File: src/rtl/rv32i_id_stage_if.sv
// Fetch/writeback/ID-EX signal bundle of the RV32I decode stage.
// master = surrounding pipeline (fetch, writeback, execute); slave = rv32i_id_stage.
interface rv32i_id_stage_if;
   logic [31:0] iw_in;
   logic [31:0] pc_in;
   logic        jump_en_in;
   logic        wb_en;
   logic [4:0]  wb_reg;
   logic [31:0] wb_data;
   logic        jump_en_out;
   logic [31:0] jump_addr;
   logic        valid_out;
   logic [31:0] pc_out;
   logic [31:0] iw_out;
   logic [31:0] rs1_data_out;
   logic [31:0] rs2_data_out;
   logic [31:0] imm_out;
   logic [4:0]  rd_out;
   logic        wb_en_out;
   logic        illegal_out;

   // valid_out qualifies every ID/EX field; there is no ready, so EX accepts
   // one slot per cycle and a bubble is simply valid_out=0.
   modport master (
      output iw_in, pc_in, jump_en_in, wb_en, wb_reg, wb_data,
      input  jump_en_out, jump_addr, valid_out, pc_out, iw_out, rs1_data_out,
             rs2_data_out, imm_out, rd_out, wb_en_out, illegal_out
   );

   modport slave (
      input  iw_in, pc_in, jump_en_in, wb_en, wb_reg, wb_data,
      output jump_en_out, jump_addr, valid_out, pc_out, iw_out, rs1_data_out,
             rs2_data_out, imm_out, rd_out, wb_en_out, illegal_out
   );
endinterface

File: src/rtl/rv32i_id_stage.sv
// RV32I decode stage: register file, immediate generation, jump/branch resolution, ID/EX register.
// Optional macro ID_WB_BYPASS_EN forwards same-cycle writeback data to register reads.
module rv32i_id_stage #(
   parameter logic [31:0] RESET_PC = 32'd0
) (
   input logic             clk,
   input logic             reset,
   rv32i_id_stage_if.slave id
);
   localparam logic [6:0]  OP_LUI    = 7'b0110111;
   localparam logic [6:0]  OP_AUIPC  = 7'b0010111;
   localparam logic [6:0]  OP_JAL    = 7'b1101111;
   localparam logic [6:0]  OP_JALR   = 7'b1100111;
   localparam logic [6:0]  OP_BRANCH = 7'b1100011;
   localparam logic [6:0]  OP_LOAD   = 7'b0000011;
   localparam logic [6:0]  OP_STORE  = 7'b0100011;
   localparam logic [6:0]  OP_IMM    = 7'b0010011;
   localparam logic [6:0]  OP_OP     = 7'b0110011;
   localparam logic [6:0]  OP_FENCE  = 7'b0001111;
   localparam logic [6:0]  OP_SYSTEM = 7'b1110011;
   localparam logic [31:0] NOP       = 32'h0000_0013;

   logic [31:0] rf [32];

   logic [6:0]  opcode;
   logic [4:0]  rd, rs1, rs2;
   logic [2:0]  funct3;
   logic [31:0] imm_i, imm_s, imm_b, imm_u, imm_j;
   logic [31:0] rs1_val, rs2_val, imm;
   logic        live, legal, writes, is_jal, is_jalr, is_branch, taken;

   assign opcode = id.iw_in[6:0];
   assign rd     = id.iw_in[11:7];
   assign funct3 = id.iw_in[14:12];
   assign rs1    = id.iw_in[19:15];
   assign rs2    = id.iw_in[24:20];

   assign imm_i = {{20{id.iw_in[31]}}, id.iw_in[31:20]};
   assign imm_s = {{20{id.iw_in[31]}}, id.iw_in[31:25], id.iw_in[11:7]};
   assign imm_b = {{19{id.iw_in[31]}}, id.iw_in[31], id.iw_in[7], id.iw_in[30:25],
                   id.iw_in[11:8], 1'b0};
   assign imm_u = {id.iw_in[31:12], 12'd0};
   assign imm_j = {{11{id.iw_in[31]}}, id.iw_in[31], id.iw_in[19:12], id.iw_in[20],
                   id.iw_in[30:21], 1'b0};

   // A slot fetched behind a taken jump is wrong-path and must not act.
   assign live = !id.jump_en_in && !reset;

   always_comb begin
      rs1_val = (rs1 == 5'd0) ? 32'd0 : rf[rs1];
      rs2_val = (rs2 == 5'd0) ? 32'd0 : rf[rs2];
`ifdef ID_WB_BYPASS_EN
      if (id.wb_en && id.wb_reg != 5'd0 && id.wb_reg == rs1) rs1_val = id.wb_data;
      if (id.wb_en && id.wb_reg != 5'd0 && id.wb_reg == rs2) rs2_val = id.wb_data;
`endif
   end

   always_comb begin
      legal     = 1'b0;
      writes    = 1'b0;
      imm       = 32'd0;
      is_jal    = 1'b0;
      is_jalr   = 1'b0;
      is_branch = 1'b0;
      case (opcode)
         OP_LUI, OP_AUIPC: begin legal = 1'b1; writes = 1'b1; imm = imm_u; end
         OP_JAL:           begin legal = 1'b1; writes = 1'b1; imm = imm_j; is_jal = 1'b1; end
         OP_JALR:          begin legal = 1'b1; writes = 1'b1; imm = imm_i; is_jalr = 1'b1; end
         OP_BRANCH: begin
            legal     = (funct3 != 3'b010) && (funct3 != 3'b011);
            imm       = imm_b;
            is_branch = 1'b1;
         end
         OP_LOAD, OP_IMM:     begin legal = 1'b1; writes = 1'b1; imm = imm_i; end
         OP_STORE:            begin legal = 1'b1; imm = imm_s; end
         OP_OP:               begin legal = 1'b1; writes = 1'b1; end
         OP_FENCE, OP_SYSTEM: begin legal = 1'b1; imm = imm_i; end
         default: ;
      endcase
   end

   always_comb begin
      case (funct3)
         3'b000:  taken = (rs1_val == rs2_val);
         3'b001:  taken = (rs1_val != rs2_val);
         3'b100:  taken = ($signed(rs1_val) <  $signed(rs2_val));
         3'b101:  taken = ($signed(rs1_val) >= $signed(rs2_val));
         3'b110:  taken = (rs1_val <  rs2_val);
         3'b111:  taken = (rs1_val >= rs2_val);
         default: taken = 1'b0;
      endcase
   end

   assign id.jump_en_out = live && legal && (is_jal || is_jalr || (is_branch && taken));
   // imm already holds immJ for JAL and immB for branches.
   assign id.jump_addr   = is_jalr ? ((rs1_val + imm_i) & ~32'd1) : (id.pc_in + imm);

   always_ff @(posedge clk) begin
      if (reset) begin
         for (int i = 0; i < 32; i++) rf[i] <= 32'd0;
      end else if (id.wb_en && id.wb_reg != 5'd0) begin
         rf[id.wb_reg] <= id.wb_data;
      end
   end

   always_ff @(posedge clk) begin
      if (reset || !live || !legal) begin
         id.valid_out    <= 1'b0;
         id.wb_en_out    <= 1'b0;
         id.illegal_out  <= live && !legal;
         id.pc_out       <= RESET_PC;
         id.iw_out       <= NOP;
         id.rs1_data_out <= 32'd0;
         id.rs2_data_out <= 32'd0;
         id.imm_out      <= 32'd0;
         id.rd_out       <= 5'd0;
      end else begin
         id.valid_out    <= 1'b1;
         id.wb_en_out    <= writes && (rd != 5'd0);
         id.illegal_out  <= 1'b0;
         id.pc_out       <= id.pc_in;
         id.iw_out       <= id.iw_in;
         id.rs1_data_out <= rs1_val;
         id.rs2_data_out <= rs2_val;
         id.imm_out      <= imm;
         id.rd_out       <= writes ? rd : 5'd0;
      end
   end
endmodule

File: src/flat_wrapper.sv
// flat-port wrapper written by rule: the top's interface ports become plain ports
module rv32i_id_stage_flat 
#(
   parameter logic [31:0] RESET_PC = 32'd0
)
  (clk, reset, id_iw_in, id_pc_in, id_jump_en_in, id_wb_en, id_wb_reg, id_wb_data, id_jump_en_out, id_jump_addr, id_valid_out, id_pc_out, id_iw_out, id_rs1_data_out, id_rs2_data_out, id_imm_out, id_rd_out, id_wb_en_out, id_illegal_out);
  rv32i_id_stage_if id_i ();
  input logic clk;
  input logic reset;
  input wire logic [$bits(id_i.iw_in)-1:0] id_iw_in;
  input wire logic [$bits(id_i.pc_in)-1:0] id_pc_in;
  input wire logic [$bits(id_i.jump_en_in)-1:0] id_jump_en_in;
  input wire logic [$bits(id_i.wb_en)-1:0] id_wb_en;
  input wire logic [$bits(id_i.wb_reg)-1:0] id_wb_reg;
  input wire logic [$bits(id_i.wb_data)-1:0] id_wb_data;
  output wire logic [$bits(id_i.jump_en_out)-1:0] id_jump_en_out;
  output wire logic [$bits(id_i.jump_addr)-1:0] id_jump_addr;
  output wire logic [$bits(id_i.valid_out)-1:0] id_valid_out;
  output wire logic [$bits(id_i.pc_out)-1:0] id_pc_out;
  output wire logic [$bits(id_i.iw_out)-1:0] id_iw_out;
  output wire logic [$bits(id_i.rs1_data_out)-1:0] id_rs1_data_out;
  output wire logic [$bits(id_i.rs2_data_out)-1:0] id_rs2_data_out;
  output wire logic [$bits(id_i.imm_out)-1:0] id_imm_out;
  output wire logic [$bits(id_i.rd_out)-1:0] id_rd_out;
  output wire logic [$bits(id_i.wb_en_out)-1:0] id_wb_en_out;
  output wire logic [$bits(id_i.illegal_out)-1:0] id_illegal_out;
  assign id_i.iw_in = id_iw_in;
  assign id_i.pc_in = id_pc_in;
  assign id_i.jump_en_in = id_jump_en_in;
  assign id_i.wb_en = id_wb_en;
  assign id_i.wb_reg = id_wb_reg;
  assign id_i.wb_data = id_wb_data;
  assign id_jump_en_out = id_i.jump_en_out;
  assign id_jump_addr = id_i.jump_addr;
  assign id_valid_out = id_i.valid_out;
  assign id_pc_out = id_i.pc_out;
  assign id_iw_out = id_i.iw_out;
  assign id_rs1_data_out = id_i.rs1_data_out;
  assign id_rs2_data_out = id_i.rs2_data_out;
  assign id_imm_out = id_i.imm_out;
  assign id_rd_out = id_i.rd_out;
  assign id_wb_en_out = id_i.wb_en_out;
  assign id_illegal_out = id_i.illegal_out;
  rv32i_id_stage #(.RESET_PC(RESET_PC)) u_core (.clk(clk), .reset(reset), .id(id_i));
endmodule
File: config.mk
export PLATFORM = sky130hd
export DESIGN_NAME = rv32i_id_stage_flat
export DESIGN_NICKNAME = d
export VERILOG_FILES = /design/src/rtl/rv32i_id_stage_if.sv /design/src/rtl/rv32i_id_stage.sv /design/src/flat_wrapper.sv
export SDC_FILE = /design/constraint.sdc
export NUM_CORES = 2
export LEC_CHECK = 0
export CAP_MARGIN = 20
export CORE_ASPECT_RATIO = 1.25
export CORE_UTILIZATION = 50
export DETAILED_ROUTE_END_ITERATION = 12
export PLACE_DENSITY = 0.77
export SLEW_MARGIN = 20
export SYNTH_ARGS = -nofsm -noshare
export SYNTH_HDL_FRONTEND = slang
export SYNTH_SLANG_ARGS = --single-unit
File: constraint.sdc
create_clock -name clk -period 9.2 [get_ports clk]
set_input_delay 1.38 -clock clk [delete_from_list [all_inputs] [get_ports clk]]
set_output_delay 1.38 -clock clk [all_outputs]
set_load 0.02 [all_outputs]
; ---- Word-level counts from Yosys, hierarchy flattened
; Memory sizes are Yosys's and may differ from the RTL's.
; Cells that the tools add are included.
[word_totals]
inputBits = 105
ff_bits = 168
n_memories = 1
wordCells = 83
ramBits = 1024
out_inout_bits = 201
[memory_table]
columns = memory, words, width, rd, rd_clocked_by_memory_dff, write_ports, line_no
row1 = u_core.rf, 32, 32, 2, 0, 32, rv32i_id_stage.sv:23  ; logic [31:0] rf [32];
[classes]
n_reduce_logical = 27
order_cmp = 4
eq_ne = 20
n_addsub = 2
n_mux = 19
bitwise_logic = 1
[op_table]
columns = cell, count
row1 = case mux 32 bit (5 select lines), 1
row2 = two-way mux 32 bit, 4
row3 = adder 32 bit, 2
row4 = greater-or-equal comparator 32 bit, 2
row5 = < comparator 32 bit, 2
row6 = equality test 32 bit, 1
row7 = != test 32 bit, 1
row8 = OR reduction 32 bit, 1
row9 = equality test 7 bit (second input constant), 4
row10 = equality test 7 x 6 -> 1 bit (second input constant), 3
row11 = equality test 7 x 5 -> 1 bit (second input constant), 2
row12 = equality test 3 bit (second input constant), 4
row13 = two-way mux 1 bit, 11
row14 = zero test 5 bit, 2
row15 = nonzero test 5 bit, 2
row16 = OR reduction 10 bit, 1
row17 = logical AND 1 bit, 8
row18 = equality test 7 x 2 -> 1 bit (second input constant), 1
row19 = equality test 7 x 4 -> 1 bit (second input constant), 1
row20 = OR reduction 7 bit, 1
row21 = != test 3 x 2 -> 1 bit (second input constant), 2
row22 = case mux 1 bit (6 select lines), 1
row23 = two-way mux 5 bit, 1
row24 = OR reduction 5 bit, 1
row25 = other kinds (7), 14

; ---- Depth between registers and ports, before layout
[depth]
depth_word = 7
ltp_mapped = 23
depth_no_buf = 20

; ---- Least setup slack after synthesis
; Ideal clock, no wire load.
[synth_path]
path_type = input -> output
startpoint = in id_iw_in[15]
endpoint = out id_jump_addr[25]
t_arrival_ps = 6384
path_stages = 23
n_path_buf = 7
required_time_ps = 7820
path_slack_ps = 1436
cell_sequence = buf_6 > buf_6 > buf_6 > buf_2 > buf_2 > buf_2 > mux4_2 > mux4_2 > nand2_1 > a21oi_1 > ha_1 > clkbuf_1 > a21o_1 > a21o_1 > a2111o_1 > a31o_1 > a21o_1 > a31oi_1 > a211o_2 > o211ai_1 > a31oi_1 > xor2_1 > o21ai_0
[synth_via]
elab_chain_cells = 4
elab_cells_between_ends = 7
cone_classes = add/sub (2) / mux (3) / reduce/logical (1) / memory (1)
[synth_lines]
columns = element, line_no
row1 = from (decl), flat_wrapper.sv:10  ; input wire logic [$bits(id_i.iw_in)-1:0] id_iw_in;
row2 = memory read (32 x 32 bit) or zero test 5 bit (tied branches), -
row3 = two-way mux 32 bit *, rv32i_id_stage.sv:50  ; rs1_val = (rs1 == 5'd0) ? 32'd0 : rf[rs1];
row4 = named net u_core.rs1_val[8], rv32i_id_stage.sv:29  ; logic [31:0] rs1_val, rs2_val, imm;
row5 = adder 32 bit *, rv32i_id_stage.sv:96  ; assign id.jump_addr = is_jalr ? ((rs1_val + imm_i) & ~32'd1) : (id.pc_in + imm);
row6 = two-way mux 32 bit *, rv32i_id_stage.sv:96
row7 = to (decl), flat_wrapper.sv:17  ; output wire logic [$bits(id_i.jump_addr)-1:0] id_jump_addr;
; The timed path passes the listed nets; every way through them passes the cells marked *.

; ---- Worst setup path in the final report
[layout_path]
startpoint = in id_iw_in[18]
endpoint = out id_jump_en_out
[layout_via]
elab_chain_cells = 7
elab_cells_between_ends = 13
cone_classes = order compare (4) / eq/ne (2) / mux (2) / reduce/logical (4) / memory (1)
[layout_lines]
columns = element, line_no
row1 = memory read (32 x 32 bit) or zero test 5 bit (tied branches), -
row2 = two-way mux 32 bit *, rv32i_id_stage.sv:50
row3 = named net u_core.rs1_val[13], rv32i_id_stage.sv:29
row4 = "greater-or-equal comparator 32 bit, or another cell as far along", rv32i_id_stage.sv:89  ; 3'b111: taken = (rs1_val >= rs2_val);
row5 = case mux 1 bit (6 select lines) *, rv32i_id_stage.sv:83  ; case (funct3)
row6 = logical AND 1 bit *, rv32i_id_stage.sv:94  ; assign id.jump_en_out = live && legal && (is_jal || is_jalr || (is_branch && taken));
row7 = logical OR 1 bit *, rv32i_id_stage.sv:94
row8 = logical AND 1 bit *, rv32i_id_stage.sv:94
row9 = to (decl), flat_wrapper.sv:16  ; output wire logic [$bits(id_i.jump_en_out)-1:0] id_jump_en_out;
; Marked as above.

==> results_dict.tcl <==
set metrics [dict create \
    outcome "completed" \
    timing.fmax_mhz 114 \
    ctsResizeCount 0 \
    critical_path_class "input pin to output pin" \
    cts_buffers 114 \
    synth_common_cells "and2_1, edfxtp_1, mux4_2, clkbuf_1, dfxtp_1" \
    synth_top_area_cell "edfxtp_1" \
    synth_top_cell_area_share_pct 48.5 \
    ant_nets 0 \
    clockBufferDepth 3 \
    final_util_pct 57.8 \
    synth_edf_count 1024 \
    ys_async_sr_fraction_pct 0 \
    grt_pass1_wl_mm 287 \
    cpPeakStageDelay_ns 0.71 \
    place_congestion 0.972 \
    crit_chain "clkdlybuf4s50_1 -> inv_4 -> buf_4 -> mux4_2 -> nand2b_1 -> a21oi_1 -> ha_1 -> a21o_1 -> a21o_1 -> a21oi_1 -> o221ai_1 -> a221oi_1 -> o221ai_2 -> mux2_1 -> o2111ai_1 -> a21boi_1 -> clkdlybuf4s50_1" \
    synth.area.top_cells "edfxtp_1, mux4_2, and2_1" \
    clock-sinks 1192 \
    ys.flop_type "edfxtp_1" \
    drt-total-wl_mm 202 \
    initial_core_util_pct 50.6 \
    worstSetupStartpointType "input pin" \
    num_vias 41200 \
    postCtsSetupRepairBufs 0 \
    nFillCells 9358 \
    critPathRequiredTime_ns 7.82 \
    p_leak_nw 25.9 \
    finalSetupViolations 0 \
    grt_overflow 0 \
    clock_latency_ns 0.77 \
    maxCapViolCount 0 \
    drive_gt1_share_pct 23.2 \
    avgRoutedWirePerCell_um 32.1 \
    antenna_found_initial 16 \
    holdWs_ns 1.06 \
    dpl.hpwl_mm 125 \
    grt_max_degree 92 \
    yosysSeqAreaShare_pct 53.8 \
    worst_pin_slew_ns 1.19 \
    yosysMostFrequentCell "and2_1" \
    fp.dieH_um 400 \
    drt_first_iter_violations 5560 \
    syn_area_per_cell_um2 14.7 \
    powerDensity_mw_per_mm2 179 \
    fin_crit_ns 8.80 \
    track_usage_pct 31.5 \
    core_area_mm2 0.125 \
    syn_inst 4318 \
    clk_pin_slew_worst_paths_ns 0.06 \
    die_x_um 321 \
    layout.nets 4713 \
    die_area_mm2 0.128 \
    finClkSkew_ns 0.0404 \
    grt_pass1_vias 41500 \
    first_pass_iters 6 \
    cp_max_fo 12 \
    clockRootBuffer "clkbuf_16" \
    yosys_warnings 0 \
    routed_via_density 6.53 \
    period_share_pct 95.6 \
    tns_ns 0 \
    cts_htree_levels 3 \
    synth_cell_type_count 89 \
    vdd_ir_drop_max_mv 0.168 \
    syn_to_final_growth_pct 14.3 \
    cp_slowest_cell "clkdlybuf4s50_1" \
    max_slew_margin_pct 20.2 \
    cp-end-kind "output pin" \
    hold_viol_final 0 \
    drv_slew 0 \
    critical_path_arrival_ns 7.42 \
    placement.io_buffers 305 \
    hold_path_class "flip-flop to flip-flop" \
    syn_area_mm2 0.0634 \
    drc_errors 0 \
    holdBufCountCts 0 \
    rows 145 \
    ios 306 \
    rsz0062_at_grt "false" \
    cts_tree "done" \
    ys_ff_latch 1192 \
]
report_power, final:
group | internal, mW | leakage [nW] | switching [mW]
Clock | 2.65 | 1.78 | 2.08
Sequential | 6.12 | 11.1 | 0.135
Combinational | 0.871 | 13.0 | 1.10
Total | 9.65 | 25.9 | 3.32
metrics by stage:
stage / setup WS, ns / power [mW] / area, µm² / std cells
3_5_place_dp: 0.529 / 8.29 / 68700 / 6089
3_3_place_gp: 0.642 / 8.24 / 68700 / 6089
4_1_cts: 0.507 / 12.9 / 72400 / 6298
6_report: 0.401 / 13.0 / 72500 / 6308
5_1_grt: 0.370 / 13.3 / 72500 / 6305
2_1_floorplan: 1.44 / 7.57 / 63500 / 4350
flip-flops by register name (all words and copies together) (netlist names):
name                    count
u_core.rf                1024
u_core.id.imm_out          32
u_core.id.iw_out           32
u_core.id.pc_out           32
u_core.id.rs1_data_out     32
u_core.id.rs2_data_out     32
u_core.id.rd_out            5
u_core.id.illegal_out       1
u_core.id.valid_out         1
u_core.id.wb_en_out         1
layout by cell type, fill, tap and decap left out, types with 35 or more instances in the layout:
cell,count
and2_1,1031
edfxtp_1,1024
mux4_2,622
clkdlybuf4s50_1,296
dfxtp_1,168
buf_4,129
nand2_1,120
clkbuf_16,118
and3_1,103
a21oi_1,91
ha_1,91
nor2_1,90
a21o_1,67
nand2b_1,45
o21ai_0,38
xnor2_1,35
worst paths after layout:
kind                                       start                        end  slack (ns)  cells after the start
worst min-delay path             u_core.rf[7][0]  u_core.id.rs1_data_out[0]        1.06                      6
worst max register to register  u_core.rf[27][2]  u_core.id.rs1_data_out[2]        6.89                      6
worst min register to register   u_core.rf[7][0]  u_core.id.rs1_data_out[0]        1.06                      6
worst max-delay path                id_iw_in[18]             id_jump_en_out        0.40                     17
logic make-up after synthesis:
| logic type | Yosys count | share of synthesized area [%] |
|---|---|---|
| compound gates | 316 | 3.41 |
| mux | 682 | 23.2 |
| simple gates | 1553 | 14.4 |
| other cells | 2 | 0.0118 |
| buf+inv | 430 | 2.69 |
| fa+ha+maj | 96 | 1.91 |
| xor+xnor | 47 | 0.649 |
| flops | 1192 | 53.8 |
area by class of cell:
| class | instances | area, µm² | share of cell area, % |
|---|---|---|---|
| Antenna cell | 10 | 25.0 | 0.0345 |
| Clock buffer | 152 | 3150 | 4.35 |
| Clock inverter | 57 | 548 | 0.756 |
| Inverter | 26 | 103 | 0.142 |
| Multi-Input combinational cell | 2728 | 28000 | 38.6 |
| Sequential cell | 1192 | 34100 | 47.1 |
| Tap cell | 1690 | 2110 | 2.92 |
| Timing Repair Buffer | 453 | 4440 | 6.13 |
layer usage:
layer / global-route usage, % / share of wire [%] / wire length [µm] / vias up
met5: 0 / 0.018 / 36 / -
met4: 19.9 / 7.0 / 14200 / 6
met3: 7.70 / 12 / 24200 / 738
met2: 52.9 / 48 / 98100 / 3130
met1: 36.3 / 33 / 66000 / 20500
li1: - / - / - / 16800
worst max-delay path, delay by kind of cell:
kind,cells,cell delay (ns)
simple gates,1,0.05
fa+ha+maj,1,0.38
buf+inv,4,2.28
mux,2,0.64
compound gates,9,2.63
No activity file was read; power rests on OpenSTA's default activity.
